$ cat src/rtl/hazard_controller.sv
// hazard_controller
//   Pipeline sequencer: detects load-use hazards between ID and EX, selects EX operand
//   sources (regfile / WB forward / PC / immediate), stalls IF/ID, inserts bubbles and
//   flushes after redirects, and freezes the pipe while data memory is busy.
//   Keeps a free-running count of cycles with stall_if asserted.
// Parameters
//   LD_STALL_CYCLES  bubbles inserted on a load-use hazard (1..7)
//   FLUSH_CYCLES     cycles flush_id/flush_ex are held after a redirect (1..7)
// Ports
//   clk, rst                  clock, synchronous active-high reset
//   id_rs1/id_rs2, id_use_*   source registers and operand usage of the ID instruction
//   ex_rd/ex_regwen/ex_is_load destination info of the EX instruction
//   wb_rd/wb_regwen           destination info of the WB instruction
//   redirect                  taken branch / jump resolved in EX
//   mem_busy                  memory not ready, whole pipe freezes
//   stall_if/stall_id         hold PC / hold IF/ID register
//   flush_id/flush_ex         NOP into IF/ID / bubble into ID/EX
//   fwd_a_sel/fwd_b_sel       operand mux selects (00 regfile, 01 WB, 10 PC/IMM)
//   stall_count               stall_if cycles since reset, wraps
module hazard_controller #(
   parameter int unsigned LD_STALL_CYCLES = 1,
   parameter int unsigned FLUSH_CYCLES    = 2
) (
   input  logic        clk,
   input  logic        rst,
   input  logic [4:0]  id_rs1,
   input  logic [4:0]  id_rs2,
   input  logic        id_use_rs1,
   input  logic        id_use_rs2,
   input  logic        id_use_pc,
   input  logic        id_use_imm,
   input  logic [4:0]  ex_rd,
   input  logic        ex_regwen,
   input  logic        ex_is_load,
   input  logic [4:0]  wb_rd,
   input  logic        wb_regwen,
   input  logic        redirect,
   input  logic        mem_busy,
   output logic        stall_if,
   output logic        stall_id,
   output logic        flush_id,
   output logic        flush_ex,
   output logic [1:0]  fwd_a_sel,
   output logic [1:0]  fwd_b_sel,
   output logic [31:0] stall_count
);

   typedef enum logic [1:0] {StRun, StLdStall, StFlush, StMemWait} state_e;

   // Reload values are "remaining cycles after the current one".
   localparam logic [2:0] LdReload = 3'(LD_STALL_CYCLES - 1);
   localparam logic [2:0] FlReload = 3'(FLUSH_CYCLES - 1);
   localparam bit         LdMulti  = (LD_STALL_CYCLES > 1);
   localparam bit         FlMulti  = (FLUSH_CYCLES > 1);

   state_e      state_q, state_d, ret_q, ret_d, eff_state;
   logic [2:0]  cnt_q, cnt_d;
   logic [31:0] stall_count_q, stall_count_d;
   logic        hz_ld;

   assign hz_ld = ex_is_load & ex_regwen & (ex_rd != 5'd0) &
                  ((id_use_rs1 & (id_rs1 == ex_rd)) | (id_use_rs2 & (id_rs2 == ex_rd)));

   // Forwarding is purely combinational and independent of the FSM.
   always_comb begin
      fwd_a_sel = 2'b00;
      fwd_b_sel = 2'b00;
      if (id_use_pc) begin
         fwd_a_sel = 2'b10;
      end else if (id_use_rs1 & wb_regwen & (wb_rd != 5'd0) & (wb_rd == id_rs1)) begin
         fwd_a_sel = 2'b01;
      end
      if (id_use_imm) begin
         fwd_b_sel = 2'b10;
      end else if (id_use_rs2 & wb_regwen & (wb_rd != 5'd0) & (wb_rd == id_rs2)) begin
         fwd_b_sel = 2'b01;
      end
   end

   always_comb begin
      state_d  = state_q;
      ret_d    = ret_q;
      cnt_d    = cnt_q;
      stall_if = 1'b0;
      stall_id = 1'b0;
      flush_id = 1'b0;
      flush_ex = 1'b0;

      // Once memory is ready again, MEM_WAIT behaves exactly like the state it froze.
      eff_state = (state_q == StMemWait) ? ret_q : state_q;

      if (mem_busy) begin
         stall_if = 1'b1;
         stall_id = 1'b1;
         state_d  = StMemWait;
         ret_d    = eff_state;
      end else if (redirect) begin
         // A redirect flushes from any state and restarts the flush window.
         flush_id = 1'b1;
         flush_ex = 1'b1;
         cnt_d    = FlReload;
         state_d  = FlMulti ? StFlush : StRun;
      end else begin
         state_d = eff_state;
         unique case (eff_state)
            StLdStall: begin
               stall_if = 1'b1;
               stall_id = 1'b1;
               flush_ex = 1'b1;
               cnt_d    = cnt_q - 3'd1;
               if (cnt_q <= 3'd1) begin
                  cnt_d   = 3'd0;
                  state_d = StRun;
               end
            end
            StFlush: begin
               flush_id = 1'b1;
               flush_ex = 1'b1;
               cnt_d    = cnt_q - 3'd1;
               if (cnt_q <= 3'd1) begin
                  cnt_d   = 3'd0;
                  state_d = StRun;
               end
            end
            default: begin
               state_d = StRun;
               if (hz_ld) begin
                  stall_if = 1'b1;
                  stall_id = 1'b1;
                  flush_ex = 1'b1;
                  cnt_d    = LdReload;
                  state_d  = LdMulti ? StLdStall : StRun;
               end
            end
         endcase
      end

      if (rst) begin
         stall_if = 1'b0;
         stall_id = 1'b0;
         flush_id = 1'b0;
         flush_ex = 1'b0;
      end

      stall_count_d = stall_count_q + {31'd0, stall_if};
   end

   always_ff @(posedge clk) begin
      if (rst) begin
         state_q       <= StRun;
         ret_q         <= StRun;
         cnt_q         <= 3'd0;
         stall_count_q <= 32'd0;
      end else begin
         state_q       <= state_d;
         ret_q         <= ret_d;
         cnt_q         <= cnt_d;
         stall_count_q <= stall_count_d;
      end
   end

   assign stall_count = stall_count_q;

endmodule

$ cat config.mk
export PLATFORM = sky130hd
export DESIGN_NAME = hazard_controller
export DESIGN_NICKNAME = d
export VERILOG_FILES = /design/src/rtl/hazard_controller.sv
export SDC_FILE = /design/constraint.sdc
export NUM_CORES = 1
export LEC_CHECK = 0
export ABC_AREA = 1
export BUFFER_PORTS_ARGS = -buffer_cell sky130_fd_sc_hd__clkbuf_2
export CAP_MARGIN = 20
export CORE_ASPECT_RATIO = 0.6
export CORE_UTILIZATION = 55
export DETAILED_ROUTE_END_ITERATION = 10
export GPL_ROUTABILITY_DRIVEN = 0
export PLACE_DENSITY = 0.95
export SKIP_LAST_GASP = 1
export SLEW_MARGIN = 20
export SYNTH_ARGS = -nofsm -noshare
export SYNTH_HDL_FRONTEND = slang
export SYNTH_SLANG_ARGS = --single-unit
$ cat constraint.sdc
create_clock -name clk -period 8.4 [get_ports clk]
set_clock_uncertainty 0.05 [all_clocks]
set_input_delay 0 -clock clk [delete_from_list [all_inputs] [get_ports clk]]
set_output_delay 0 -clock clk [all_outputs]
set_load 0.01 [all_outputs]
======== Yosys cells after proc, flatten, opt, wreduce, memory -nomap -nowiden ========
Cells that the tools add are included.
storage, ports and cells
  bits in registers ....................... 39
  input bits .............................. 31
  output and inout port bits .............. 40
  word-level logic and storage cells ...... 58
cells by class
  add/sub/neg operators ................... 2
  order comparisons ....................... 1
  eq/ne operators ......................... 7
  muxes and demuxes ....................... 26
  bitwise operators ....................... 13
  reductions and logical operators ........ 5
operators by type and width
  cell                 number
  $add 32x1->32        1
  $eq 5x5->1           4
  $mux 1               14
  $mux 2               7
  $mux 3               4
  $and 1x1->1          11
  $reduce_bool 5->1    2
  $eq 2x2->1 const B   2
  $le 3x1->1 const B   1
  $reduce_bool 3->1    1
  $sub 3x1->3 const B  1
  $eq 2x1->1 const B   1
  $pmux 1 s2           1
  $reduce_and 2->1     1
  $reduce_or 2->1      1
  $not 1->1            1
  $or 1x1->1           1

======== Logic depth before layout (Yosys ltp) ========
  depth in word-level cells ............... 10
  gate-level depth with buffers ........... 19
  depth with buffers taken out ............ 19

======== Worst setup path after synthesis ========
OpenSTA, ideal clock, no wires.
  kind .................................... register to register
  from .................................... register state_q[1]
  to ...................................... register stall_count_q[18] (netlist: stall_count[18])
  setup time .............................. 0.119 ns
  data arrival time ....................... 2.817 ns
  data required time ...................... 8.231 ns
  path slack .............................. 5.414 ns
  cell stages (with the launch flop) ...... 20
  path buffers ............................ 0
  clock period less this slack ............ 2.986 ns
  cell sequence ........................... dfxtp_1 -> inv_1 -> o21ai_0 -> inv_1 -> ha_1 -> inv_1 -> nor2_1 -> nand3_1 -> a21oi_1 -> ha_1 -> ha_1 -> nand2_1 -> nor2_2 -> nand2_1 -> nor2_2 -> nand2_1 -> nor2_1 -> nand2_1 -> o21ai_0 -> a21oi_1
between the ends
  cells in the longest elaborated chain, start to end .. 8
  elaborated cells on any way between the ends .. 9
  classes of those cells .................. add/sub (1); eq/ne (3); mux (5)
ends and longest elaborated chain
  what                                             RTL line  RTL
  start: declaration                               56        state_e state_q, state_d, ret_q, ret_d, eff_state;
  start signal: assignment                         150       state_q <= StRun;
  start signal: assignment                         155       state_q <= state_d;
  $eq 2x2->1 *                                     90        eff_state = (state_q == StMemWait) ? ret_q : state_q;
  $mux 2 *                                         90
  via eff_state[0]                                 56
  $eq 2x2->1 / $eq 2x1->1 (equally long branches)  -
  $pmux 1 s2 *                                     -
  $mux 1 * (3 in a row)                            -
  via stall_id                                     40        output logic stall_id,
  $add 32x1->32 *                                  145       stall_count_d = stall_count_q + {31'd0, stall_if};
  end signal: assignment                           158       stall_count_q <= stall_count_d;
  end: declaration                                 58        logic [31:0] stall_count_q, stall_count_d;
Mark *: on every way through the listed nets, which the timed path passes. The rest lies on a longest branch.
A chain may end at the register's enable or synchronous reset.

======== Final worst setup path ========
  from .................................... register state_q[1]
  to ...................................... register stall_count_q[18] (netlist: stall_count[18])
between the ends
  cells in the longest elaborated chain, start to end .. 8
  elaborated cells on any way between the ends .. 9
  classes of those cells .................. add/sub (1); eq/ne (3); mux (5)
ends and longest elaborated chain
  what                                             RTL line  RTL
  $eq 2x2->1 *                                     90
  $mux 2 *                                         90
  via eff_state[0]                                 56
  $eq 2x2->1 / $eq 2x1->1 (equally long branches)  105       unique case (eff_state)
  $pmux 1 s2 *                                     105
  $mux 1 *                                         97        end else if (redirect) begin
  $mux 1 *                                         92        if (mem_busy) begin
  $mux 1 *                                         138       if (rst) begin
  $add 32x1->32 *                                  145
Marked as above.

==> flow_summary.json <==
{
  "status": "completed",
  "synth_compound_area_share_pct": 10.8,
  "setup_tns_ns": 0,
  "dieArea_um2": 4690,
  "crit_path_start_kind": "flip-flop",
  "drv_cap": 0,
  "crit_arrival_ns": 3.47,
  "p_comb_share_pct": 12.6,
  "initial_core_util_pct": 58.3,
  "cp.required_ns": 8.55,
  "cp_common_cell": "nand2_1",
  "grt_pass1_wl_mm": 10.8,
  "post_cts_buffers": 0,
  "max_freq_mhz": 301,
  "yosysWarnings": 0,
  "wl_per_cell_um": 13.2,
  "drive_gt1_share_pct": 21.4,
  "top_level_ports": 71,
  "rows": 18,
  "overflow": 0,
  "cts_tree": "yes",
  "synth_xor_area_share_pct": 3.25,
  "wirelength_mm": 6.84,
  "switching_share_pct": 26.2,
  "num-nets-final": 492,
  "post_synth_main_area_contributors": "dfxtp_1 (32%), nand2_1 (15%), inv_1 (9.3%)",
  "initialDrtViolationCount": 234,
  "seq_area_frac_synth_pct": 32.2,
  "cts_buffers": 5,
  "grt_pass1_vias": 2414,
  "synth.largest_area_cell": "dfxtp_1",
  "n_fill_cell": 326,
  "ir_drop_mv": 0.0785,
  "grt_max_degree": 23,
  "clkPwrFrac_pct": 40.0,
  "synthMuxAreaShare_pct": 0,
  "synth_fp_nets": 421,
  "syn_inst": 385,
  "synth_area_um2": 2430,
  "layout_common_cells": "nand2_1 (96), clkbuf_2 (70), inv_1 (60), nor2_1 (48), dfxtp_1 (39)",
  "dr.pass1.iters": 5,
  "fin_crit_sh_pct": 39.5,
  "drc": 0,
  "crit_slowest_cell": "ha_1",
  "num_vias": 2811,
  "yosys.area_share.simple_pct": 39.9,
  "power_uw": 400,
  "diodes": 0,
  "pwr_density_cell_nw_per_um2": 136,
  "synth_top_family_by_area": "simple AND/OR/NAND/NOR gates",
  "root_buffer": "clkbuf_8",
  "path_max_fanout": 4,
  "path_class": "flip-flop to flip-flop",
  "yosys.area_share.adder_pct": 2.58,
  "rsz0062_at_grt": "no",
  "p_seq_share_pct": 47.4,
  "finalHoldViolCount": 0,
  "grtUsageTotal_pct": 30.7,
  "ant_nets": 0,
  "viasPerCell": 5.44,
  "p_leak_nw": 1.34,
  "netlist.area_leader.share_pct": 32.2,
  "die_h_um": 53.5,
  "slew_viol_final": 0,
  "cts_sinks": 39,
  "placed_area_um2": 2820,
  "internal_power_uw": 295,
  "maxSlewHeadroom_pct": 56.5,
  "coreArea_um2": 4170,
  "avgSynthCellArea_um2": 6.30,
  "clk_latency_ns": 0.30,
  "hold_path.class": "primary input to flip-flop",
  "holdWs_ns": 0.0295,
  "worstPathCellList": "inv_1 -> o21ai_0 -> inv_1 -> ha_1 -> inv_1 -> nor2_1 -> nand3_1 -> a21oi_1 -> ha_1 -> ha_1 -> nand2_1 -> nor2_2 -> nand2_1 -> nor2_2 -> nand2_1 -> nor2_1 -> nand2_1 -> o21ai_0 -> a21oi_1",
  "syn2layout_area_growth_pct": 21.0,
  "clk_path_buf_depth": 2,
  "setup_viol": 0,
  "clk_pin_slew_ns": 0.09,
  "post-dp-hpwl_mm": 5.25,
  "portBuffers": 70,
  "antenna_found_initial": 0,
  "ys_types": 34,
  "layout_commonest_cell": "nand2_1",
  "fin_crit_ns": 3.32,
  "fin_area_um2": 2940,
  "synth-seq-cells": 39,
  "fp.dieW_um": 87.8,
  "worstMarginPinSlew_ns": 0.652,
  "end_kind": "flip-flop",
  "cpPeakStageDelay_ns": 0.33,
  "htreeDepth": 2,
  "p_sw_uw": 105
}
repair_timing:
item / CTS / global route
hold buffers: 1 / 0
hold endpoints to repair: 2 / 0
gates resized for setup: 0 / 0
metrics by stage:
stage / cells / utilization (%) / worst slack [ns]
floorplan: 385 / - / 5.41
global placement: 508 / 67.6 / 5.40
detailed placement: 508 / 67.6 / 5.13
CTS: 517 / 70.5 / 5.12
global route: 517 / 70.5 / 4.66
finish: 517 / 70.5 / 5.08
synthesized netlist by cell type:
cell	instances
buf_4	3
nor2_1	48
o22ai_1	1
nor3_2	3
nand4_1	9
o21ai_1	1
nor3b_2	1
o21ai_0	13
nor3_1	12
a21oi_1	30
inv_2	2
nor3b_1	1
nand2_2	4
inv_1	60
xor2_1	5
nand2_1	96
and3_1	1
nor3_4	1
xnor2_1	4
nand3_1	17
or2_2	1
ha_1	5
clkinv_1	1
nand3b_1	2
nor2_4	1
nor2_2	6
or2_0	3
clkbuf_1	4
nand3_2	1
dfxtp_1	39
nor4_1	5
o21a_1	1
a31oi_1	3
o221ai_1	1
power groups by stage:
stage | clock network [mW] | registers [mW] | logic (mW)
floorplan | 0 | 0.194 | 0.0298
global placement | 0 | 0.194 | 0.0463
detailed placement | 0 | 0.194 | 0.0484
CTS | 0.160 | 0.190 | 0.0494
global route | 0.168 | 0.190 | 0.0563
finish | 0.160 | 0.190 | 0.0505
registers in the layout, summed over array words and instances (netlist names):
signal       flops
cnt_q            3
state_q          2
stall_count     32
ret_q            2
logic make-up (layout without fill, tap and decap cells):
| kind of cell | count (synthesis) | count (layout) |
|---|---|---|
| fa+ha+maj | 5 | 5 |
| flops | 39 | 39 |
| simple gates | 212 | 212 |
| xor+xnor | 9 | 9 |
| compound gates | 50 | 50 |
| buf+inv | 70 | 142 |
path summary, 6_finish.rpt:
| kind | startpoint | endpoint | slack [ns] | cells past startpoint |
|---|---|---|---|---|
| worst max-delay path | state_q[1] | stall_count[18] | 5.08 | 19 |
| worst min-delay path | redirect | state_q[1] | 0.03 | 3 |
| worst max register to register | state_q[1] | stall_count[18] | 5.08 | 19 |
| worst min register to register | cnt_q[0] | cnt_q[0] | 0.43 | 2 |
worst max-delay path, delay by kind of cell (launching register included):
family,cells,cell delay [ns]
buf+inv,3,0.22
flops,1,0.31
fa+ha+maj,3,0.76
simple gates,9,1.14
compound gates,4,0.74
routing by layer:
| layer | global-route usage (%) | wire [µm] | vias up |
|---|---|---|---|
| met5 | 0 | 0 | - |
| met2 | 47.2 | 2860 | 161 |
| met3 | 8.11 | 760 | 13 |
| met4 | 9.29 | 65 | 0 |
| li1 | - | - | 1375 |
| met1 | 42.0 | 3160 | 1262 |
final cells by class:
cell class / count / area [µm²] / share of cell area [%]
repair buffers: 71 / 360 / 12.3
multi-input cells: 276 / 1370 / 46.7
inverters: 63 / 236 / 8.05
clock inverters: 3 / 43.8 / 1.49
clock buffers: 5 / 68.8 / 2.34
flip-flops and latches: 39 / 781 / 26.6
well taps: 60 / 75.1 / 2.56
No activity file was read; power rests on OpenSTA's default activity.
